**config.mk**
```make
export PLATFORM = sky130hd
export DESIGN_NAME = img_ddr_wr
export DESIGN_NICKNAME = d
export VERILOG_FILES = /design/src/rtl/cmlk_ddr_pkg.sv /design/src/rtl/img_ddr_wr.sv
export SDC_FILE = /design/constraint.sdc
export NUM_CORES = 1
export LEC_CHECK = 0
export CORE_MARGIN = 2
export CORE_UTILIZATION = 35
export DETAILED_ROUTE_END_ITERATION = 10
export HOLD_SLACK_MARGIN = 0.12
export PLACE_DENSITY_LB_ADDON = 0.25
export SETUP_SLACK_MARGIN = 0.2
export SLEW_MARGIN = 20
export SYNTH_ARGS = -nofsm -noshare
export SYNTH_HDL_FRONTEND = slang
export SYNTH_SLANG_ARGS = --single-unit
```
**constraint.sdc**
```tcl
create_clock -name aclk -period 2.29 [get_ports aclk]
set_input_delay 0.229 -clock aclk [delete_from_list [all_inputs] [get_ports aclk]]
set_output_delay 0.229 -clock aclk [all_outputs]
set_load 0.02 [all_outputs]
```
**src/rtl/cmlk_ddr_pkg.sv**
```systemverilog
// Shared AXI constants and FSM state encoding for the DDR frame writer.
package cmlk_ddr_pkg;

  localparam logic [2:0] AXI_SIZE_4B    = 3'b010;
  localparam logic [1:0] AXI_BURST_INCR = 2'b01;
  localparam logic [1:0] AXI_RESP_OKAY  = 2'b00;

  typedef enum logic [2:0] {
    ST_IDLE,
    ST_WAIT,
    ST_AW,
    ST_W,
    ST_B,
    ST_DONE
  } state_t;

endpackage

```
**src/rtl/img_ddr_wr.sv**
```systemverilog
// Drains the preprocessor's FWFT output FIFO into one of four DDR frame slots
// using fixed-length AXI4 INCR write bursts, one burst outstanding at a time.
module img_ddr_wr
  import cmlk_ddr_pkg::*;
#(
  parameter int                ADDR_W      = 32,
  parameter int                CNT_W       = 11,
  parameter logic [ADDR_W-1:0] BASE_ADDR   = 32'h1000_0000,
  parameter logic [ADDR_W-1:0] SLOT_BYTES  = 32'h0010_0000,
  parameter int                FRAME_WORDS = 65536,
  parameter int                BURST_LEN   = 64
) (
  input  logic              aclk,
  input  logic              aresetn,
  input  logic              init_txn,
  input  logic [31:0]       fifo_rddata,
  input  logic              fifo_empty,
  input  logic [CNT_W-1:0]  fifo_rd_count,
  output logic              fifo_rden,
  input  logic              frame_store,
  input  logic [1:0]        frame_type,
  output logic [ADDR_W-1:0] m_axi_awaddr,
  output logic [7:0]        m_axi_awlen,
  output logic [2:0]        m_axi_awsize,
  output logic [1:0]        m_axi_awburst,
  output logic              m_axi_awvalid,
  input  logic              m_axi_awready,
  output logic [31:0]       m_axi_wdata,
  output logic [3:0]        m_axi_wstrb,
  output logic              m_axi_wlast,
  output logic              m_axi_wvalid,
  input  logic              m_axi_wready,
  input  logic [1:0]        m_axi_bresp,
  input  logic              m_axi_bvalid,
  output logic              m_axi_bready,
  output logic              busy,
  output logic              frame_done,
  output logic [1:0]        frame_done_type,
  output logic              wr_err,
  output logic              frame_overrun
);

  localparam int NBURST = FRAME_WORDS / BURST_LEN;
  localparam int BEAT_W = $clog2(BURST_LEN + 1);
  localparam int BCNT_W = $clog2(NBURST + 1);
  localparam logic [ADDR_W-1:0] BURST_BYTES = ADDR_W'(BURST_LEN * 4);

  state_t              r_state;
  logic [1:0]          r_slot;
  logic [ADDR_W-1:0]   r_addr;
  logic [BEAT_W-1:0]   r_beat;
  logic [BCNT_W-1:0]   r_burst;
  logic [7:0]          r_awlen;
  logic                r_wrErr;
  logic                r_overrun;

  logic w_wvalid;
  logic w_wbeat;
  logic w_lastBeat;
  logic w_countOk;
  logic w_lastBurst;

  assign w_wvalid    = (r_state == ST_W) && !fifo_empty;
  assign w_wbeat     = w_wvalid && m_axi_wready;
  assign w_lastBeat  = (r_beat == BEAT_W'(BURST_LEN - 1));
  assign w_countOk   = (32'(fifo_rd_count) >= 32'(BURST_LEN));
  assign w_lastBurst = (r_burst == BCNT_W'(NBURST - 1));

  // A burst is only requested once a full burst of data sits in the FIFO,
  // so the W phase can only stall on FIFO hiccups, never on a short frame tail.
  always_ff @(posedge aclk or negedge aresetn) begin
    if (!aresetn) begin
      r_state   <= ST_IDLE;
      r_slot    <= '0;
      r_addr    <= '0;
      r_beat    <= '0;
      r_burst   <= '0;
      r_awlen   <= '0;
      r_wrErr   <= 1'b0;
      r_overrun <= 1'b0;
    end else if (init_txn) begin
      r_state   <= ST_IDLE;
      r_slot    <= '0;
      r_addr    <= '0;
      r_beat    <= '0;
      r_burst   <= '0;
      r_awlen   <= '0;
      r_wrErr   <= 1'b0;
      r_overrun <= 1'b0;
    end else begin
      if (frame_store && (r_state != ST_IDLE)) begin
        r_overrun <= 1'b1;
      end
      case (r_state)
        ST_IDLE: begin
          if (frame_store) begin
            r_slot  <= frame_type;
            r_addr  <= BASE_ADDR + (ADDR_W'(frame_type) * SLOT_BYTES);
            r_burst <= '0;
            r_state <= ST_WAIT;
          end
        end
        ST_WAIT: begin
          if (w_countOk) begin
            r_awlen <= 8'(BURST_LEN - 1);
            r_state <= ST_AW;
          end
        end
        ST_AW: begin
          if (m_axi_awready) begin
            r_beat  <= '0;
            r_state <= ST_W;
          end
        end
        ST_W: begin
          if (w_wbeat) begin
            if (w_lastBeat) begin
              r_state <= ST_B;
            end else begin
              r_beat <= r_beat + BEAT_W'(1);
            end
          end
        end
        ST_B: begin
          if (m_axi_bvalid) begin
            if (m_axi_bresp != AXI_RESP_OKAY) begin
              r_wrErr <= 1'b1;
            end
            r_addr  <= r_addr + BURST_BYTES;
            r_burst <= r_burst + BCNT_W'(1);
            r_state <= w_lastBurst ? ST_DONE : ST_WAIT;
          end
        end
        ST_DONE: begin
          r_state <= ST_IDLE;
        end
        default: begin
          r_state <= ST_IDLE;
        end
      endcase
    end
  end

  assign m_axi_awaddr    = r_addr;
  assign m_axi_awlen     = r_awlen;
  assign m_axi_awsize    = AXI_SIZE_4B;
  assign m_axi_awburst   = AXI_BURST_INCR;
  assign m_axi_awvalid   = (r_state == ST_AW);
  assign m_axi_wdata     = (r_state == ST_W) ? fifo_rddata : 32'h0;
  assign m_axi_wstrb     = 4'hF;
  assign m_axi_wlast     = (r_state == ST_W) && w_lastBeat;
  assign m_axi_wvalid    = w_wvalid;
  assign fifo_rden       = w_wbeat;
  assign m_axi_bready    = (r_state == ST_B);
  assign busy            = (r_state != ST_IDLE);
  assign frame_done      = (r_state == ST_DONE);
  assign frame_done_type = (r_state == ST_DONE) ? r_slot : 2'b00;
  assign wr_err          = r_wrErr;
  assign frame_overrun   = r_overrun;

endmodule
```
# Word level (Yosys, flattened, before mapping)
# Index checks and enable logic that the tools add are counted.
dict set report word_totals {
  regBits 65
  inputBits 55
  out_inout_bits 92
}
dict set report op_classes {
  addsub 4
  order_cmp 1
  n_eq_ne 14
  mux 36
  reduce_logical 24
}
# op n
set ops {}
lappend ops {{$mux W32} 4}
lappend ops {{$pmux W32 S2} 1}
lappend ops {{$mux W11} 3}
lappend ops {{$add A32 B9 Y32 const B} 1}
lappend ops {{$add A29 B22 Y30 const A} 1}
lappend ops {{$mux W7} 4}
lappend ops {{$mux W3} 8}
lappend ops {{$mux W8} 3}
lappend ops {{$pmux W11 S2} 1}
lappend ops {{$ne A3 B3 Y1 const B} 6}
lappend ops {{$reduce_bool A2 Y1} 9}
lappend ops {{$pmux W3 S5} 1}
lappend ops {{$pmux W7 S2} 1}
lappend ops {{$add A11 B1 Y11 const B} 1}
lappend ops {{$eq A11 B10 Y1 const B} 1}
lappend ops {{$ge A11 B7 Y1 const B} 1}
lappend ops {{$reduce_bool A3 Y1} 3}
lappend ops {{$mux W2} 4}
lappend ops {{$add A7 B1 Y7 const B} 1}
lappend ops {{$eq A7 B6 Y1 const B} 1}
lappend ops {{$eq A3 B2 Y1 const B} 2}
lappend ops {{$eq A3 B3 Y1 const B} 2}
lappend ops {{$mux W1} 6}
lappend ops {{$reduce_and A3 Y1} 2}
lappend ops {{8 further kinds} 12}

# Longest topological paths before layout
dict set report logic_depth {
  depth_word 6
  ltp_mapped 7
  depth_no_buf 5
}

# Worst setup path before layout
# No wires, ideal clock.
dict set report synth_timing {
  kind {register to register}
  start {register r_addr[8] (netlist: m_axi_awaddr[8])}
  end {register r_addr[20] (netlist: m_axi_awaddr[20])}
  t_arrival_ps 1763
  t_required_ps 2202
  setup_slack_ps 439
  path_stages_with_launch 6
  n_path_buf 0
  period_less_slack_ps 1851
  cell_sequence {dfrtp_1 ha_1 and4_1 nand3_1 or4_1 a41oi_1}
}
dict set report synth_via {
  elab_chain_cells 4
}
# item line
set synth_lines {}
lappend synth_lines {{start: declaration} img_ddr_wr.sv:50} ;# logic [ADDR_W-1:0] r_addr;
lappend synth_lines {{start signal: assignment} img_ddr_wr.sv:98} ;# r_addr <= BASE_ADDR + (ADDR_W'(frame_type) * SLOT_BYTES);
lappend synth_lines {{start signal: assignment} img_ddr_wr.sv:129} ;# r_addr <= r_addr + BURST_BYTES;
lappend synth_lines {{$add A32 B9 Y32} img_ddr_wr.sv:129}
lappend synth_lines {{$mux W32} img_ddr_wr.sv:125} ;# if (m_axi_bvalid) begin
lappend synth_lines {{$pmux W32 S2} img_ddr_wr.sv:94} ;# case (r_state)
lappend synth_lines {{$mux W32} img_ddr_wr.sv:81} ;# end else if (init_txn) begin
# Every way passes these cells. The select of a mux whose other input is x is not followed.
# A chain may end at the register's enable or synchronous reset.

# Final worst setup path
dict set report layout_timing {
  start {register r_state[2]}
  end {output port m_axi_awvalid}
}
dict set report layout_via {
  elab_chain_cells 1
}
# item line
set layout_lines {}
lappend layout_lines {{start: declaration} img_ddr_wr.sv:48} ;# state_t r_state;
lappend layout_lines {{start signal: assignment} img_ddr_wr.sv:131} ;# r_state <= w_lastBurst ? ST_DONE : ST_WAIT;
lappend layout_lines {{$eq A3 B2 Y1} img_ddr_wr.sv:148} ;# assign m_axi_awvalid = (r_state == ST_AW);
lappend layout_lines {{end: declaration} img_ddr_wr.sv:26} ;# output logic m_axi_awvalid,
# Every way passes these cells.

==> results by group <==
Outcome
  • Status: completed

Synthesis
  • Simple-gate share of the synthesized area: 32.0%
  • Synth Area in Compound Gates: 18.1%
  • Seq cells post-synth: 50
  • Library cells used by synthesis: 67
  • Post-Synth Adder-Cell Area: 1.08%
  • Yosys top cell by area: dfrtp_1
  • Sequential share of the synthesized area: 36.0%
  • Gate Count Post-Synth: 398
  • YS warnings: 0
  • Mapped cell area: 3480 µm²
  • Mux cell area share after synthesis: 3.02%
  • Post-synthesis xor/xnor area fraction: 0.252%
  • Post-synth EDFFs: 0
  • Largest family of logic cells by synthesized area: simple AND/OR/NAND/NOR gates
  • Ys flop type: dfrtp_1
  • Area contributors post-synth: dfrtp_1, and2_1, buf_4
  • Share of the synthesized area in the top cell type: 36.0%
  • Syn_area_per_cell: 8.73 µm²
  • Synth async-reset ratio: 100%

STA
  • Setup Skew: 0.00816 ns
  • Worst rel slew slack: 66.2%
  • Worst path setup slack after routing: 0.258 ns
  • Max-slew violations: 0
  • Final Hold Vio Count: 0
  • RSZ-0062 raised after global routing: true
  • Worst-margin pin slew: 0.503 ns
  • Final setup viols: 0
  • Fin Hold WS: 0.341 ns
  • Fmax achieved: 0.492 GHz
  • Period utilization: 88.7%
  • Fin crit period: 2.03 ns
  • Setup TNS: 0 ns

Finish
  • Fin util: 50.5%
  • Nets: 580
  • Share of layout cells above drive strength 1: 10.1%
  • Synthesis-to-finish area growth: 40.6%
  • # diodes: 0

Clocking
  • H-Tree Depth: 2
  • CTS tree: built
  • Clk slew on worst S/H paths: 0.09 ns
  • Root Driver: clkbuf_8
  • Total CTS buffers: 5
  • Insertion delay to the later sink of the worst-skew pair: 0.30 ns
  • Clock buffer depth: 2
  • Clock sink total: 50

Worst setup path
  • Crit path launch: r_state[2]
  • Worst R2R Setup Slack: 0.34 ns
  • CP required: 2.06 ns
  • CP Class: register to output port
  • RR Endpoint: m_axi_awaddr[25]
  • CP Max Fanout: 9
  • Crit path DAT: 1.80 ns
  • Worst Reg2Reg Path Length in Cells: 5
  • Worst setup path end: m_axi_awvalid
  • FF-to-FF Start: r_state[1]
  • Crit end category: output port
  • Crit start category: register

Detailed routing
  • Pre-antenna DRT Iters: 5
  • Via Count: 3443
  • Residual DRC: 0
  • DR iter-0 viols: 124
  • DR WL/cell: 15.0 µm
  • Number of antenna-violating nets in the routed design: 0
  • Avg Vias per Cell: 5.25
  • WL final: 9.86 mm

Global routing
  • Total GRT Usage: 18.1%
  • GR Overflow Total: 0
  • Global-route wire length before repair: 16.1 mm
  • Largest net degree at the start of global routing: 33
  • Vias in the first global route: 3318
  • Initial antenna violation count: 0

Power
  • Leak: 2.14 nW
  • IR drop worst, VDD: 0.000261 V
  • Pwr/cell area: 622 nW/µm²
  • Total chip power: 3.04 mW

Flow run
  • Maxcap violations: 0

Place
  • RD Place Congestion: 0.831
  • I/O Buffers: 121
  • DPL Wire Length: 7.64 mm
  • Worst slack, placed: 0.242 ns

Die
  • Core footprint: 9680 µm²
  • Initial core utilization: 35.9%
  • DIE HEIGHT: 104 µm
  • Die Wd: 104 µm
  • Top Ports: 147
  • # rows: 36
  • DIE AREA: 10700 µm²

Hold path
  • Hold Path Class: input pin to async pin
flip-flops by register name, summed over array words and instances (netlist names):
register / cells
frame_overrun: 1
r_slot: 2
r_state: 3
r_burst: 11
m_axi_awlen: 1
r_beat: 7
wr_err: 1
m_axi_awaddr: 24
synth_stat cells (4+ instances only):
| cell type | count |
|---|---|
| nand4_1 | 6 |
| o21ai_0 | 11 |
| and2_1 | 35 |
| and4_1 | 5 |
| or4_1 | 7 |
| mux2i_1 | 9 |
| and3_1 | 8 |
| buf_4 | 25 |
| nor3b_1 | 5 |
| o32ai_1 | 4 |
| a31oi_1 | 9 |
| nor2_1 | 16 |
| clkbuf_1 | 9 |
| buf_2 | 9 |
| o21ai_1 | 4 |
| or3_1 | 12 |
| a21oi_1 | 19 |
| dfrtp_1 | 50 |
| nand2_1 | 40 |
| nand3_1 | 20 |
| nor3_1 | 4 |
| nor4_1 | 5 |
| inv_1 | 7 |
| a41oi_1 | 4 |
| o31ai_1 | 7 |
cells in the final DEF, fill, tap and decap left out, drive strengths merged, types with 7 or more instances in the layout:
cell,synthesis,final
and3,8,8
or4,7,7
inv,7,7
dlygate4sd2,0,37
dfrtp,50,50
conb,2,19
and2,35,35
a21oi,20,20
o21ai,15,15
a31oi,9,9
o31ai,7,7
or3,13,13
clkdlybuf4s50,0,80
buf,37,25
nand3,20,20
clkbuf,9,7
nand2,40,40
mux2i,9,9
nor2,18,18
layer usage:
metal / global-route usage (%) / part of all wire [%] / vias to the layer above
met5: 0 / 0 / -
met2: 32.5 / 50 / 137
met1: 21.5 / 42 / 1613
met3: 4.03 / 6.2 / 16
met4: 5.31 / 2.0 / 0
li1: - / - / 1677
power by group:
part           switching, mW  internal, mW
clock                  0.292         0.245
combinational          0.805         0.659
sequential            0.0946         0.946
total                   1.19          1.85
through the flow:
stage | cell area, µm² | std cells
finish | 4890 | 656
global route | 4890 | 656
CTS | 4880 | 656
detailed placement | 4820 | 647
global placement | 4820 | 647
floorplan | 3540 | 415
worst min path at each step:
stage               slack, ns               end
floorplan               -0.07     frame_overrun
global placement         0.14  m_axi_awaddr[10]
detailed placement       0.14  m_axi_awaddr[11]
CTS                      0.34  m_axi_awaddr[14]
global route             0.36  m_axi_awaddr[14]
finish                   0.34  m_axi_awaddr[14]
critical path: stages, from the launching register on:
cell,delay [ns]
dfrtp_2,0.49
nand2b_2,0.27
nor2_1,0.12
clkdlybuf4s50_1,0.62
cell families (layout without fill, tap and decap cells):
kind of cell | count (synthesis) | count (layout)
multiplexers | 10 | 10
buffers and inverters | 54 | 162
other | 2 | 19
AND/OR/NAND/NOR | 189 | 189
XOR/XNOR | 1 | 1
adder cells (fa/ha/maj) | 3 | 3
AO/OA/AOI/OAI | 89 | 89
flip-flops | 50 | 50
what timing repair did:
| item | 4_1_cts | 5_1_grt |
|---|---|---|
| endpoints found under the hold margin | 12 | 0 |
| buffers inserted | 0 | 0 |
| hold buffers | 1 | 0 |
| gates resized for setup | 42 | 4 |
| setup endpoints to repair | 40 | 5 |
area by class of cell:
| class | count | area [µm²] |
|---|---|---|
| fillers | 921 | 4800 |
| multi-input cells | 311 | 1970 |
| repair buffers | 146 | 1380 |
| flip-flops and latches | 50 | 1250 |
| well taps | 133 | 166 |
| clock buffers | 7 | 86.3 |
| inverters | 8 | 30.0 |
| clock inverters | 1 | 5.00 |
No activity file was read; power rests on OpenSTA's default activity.
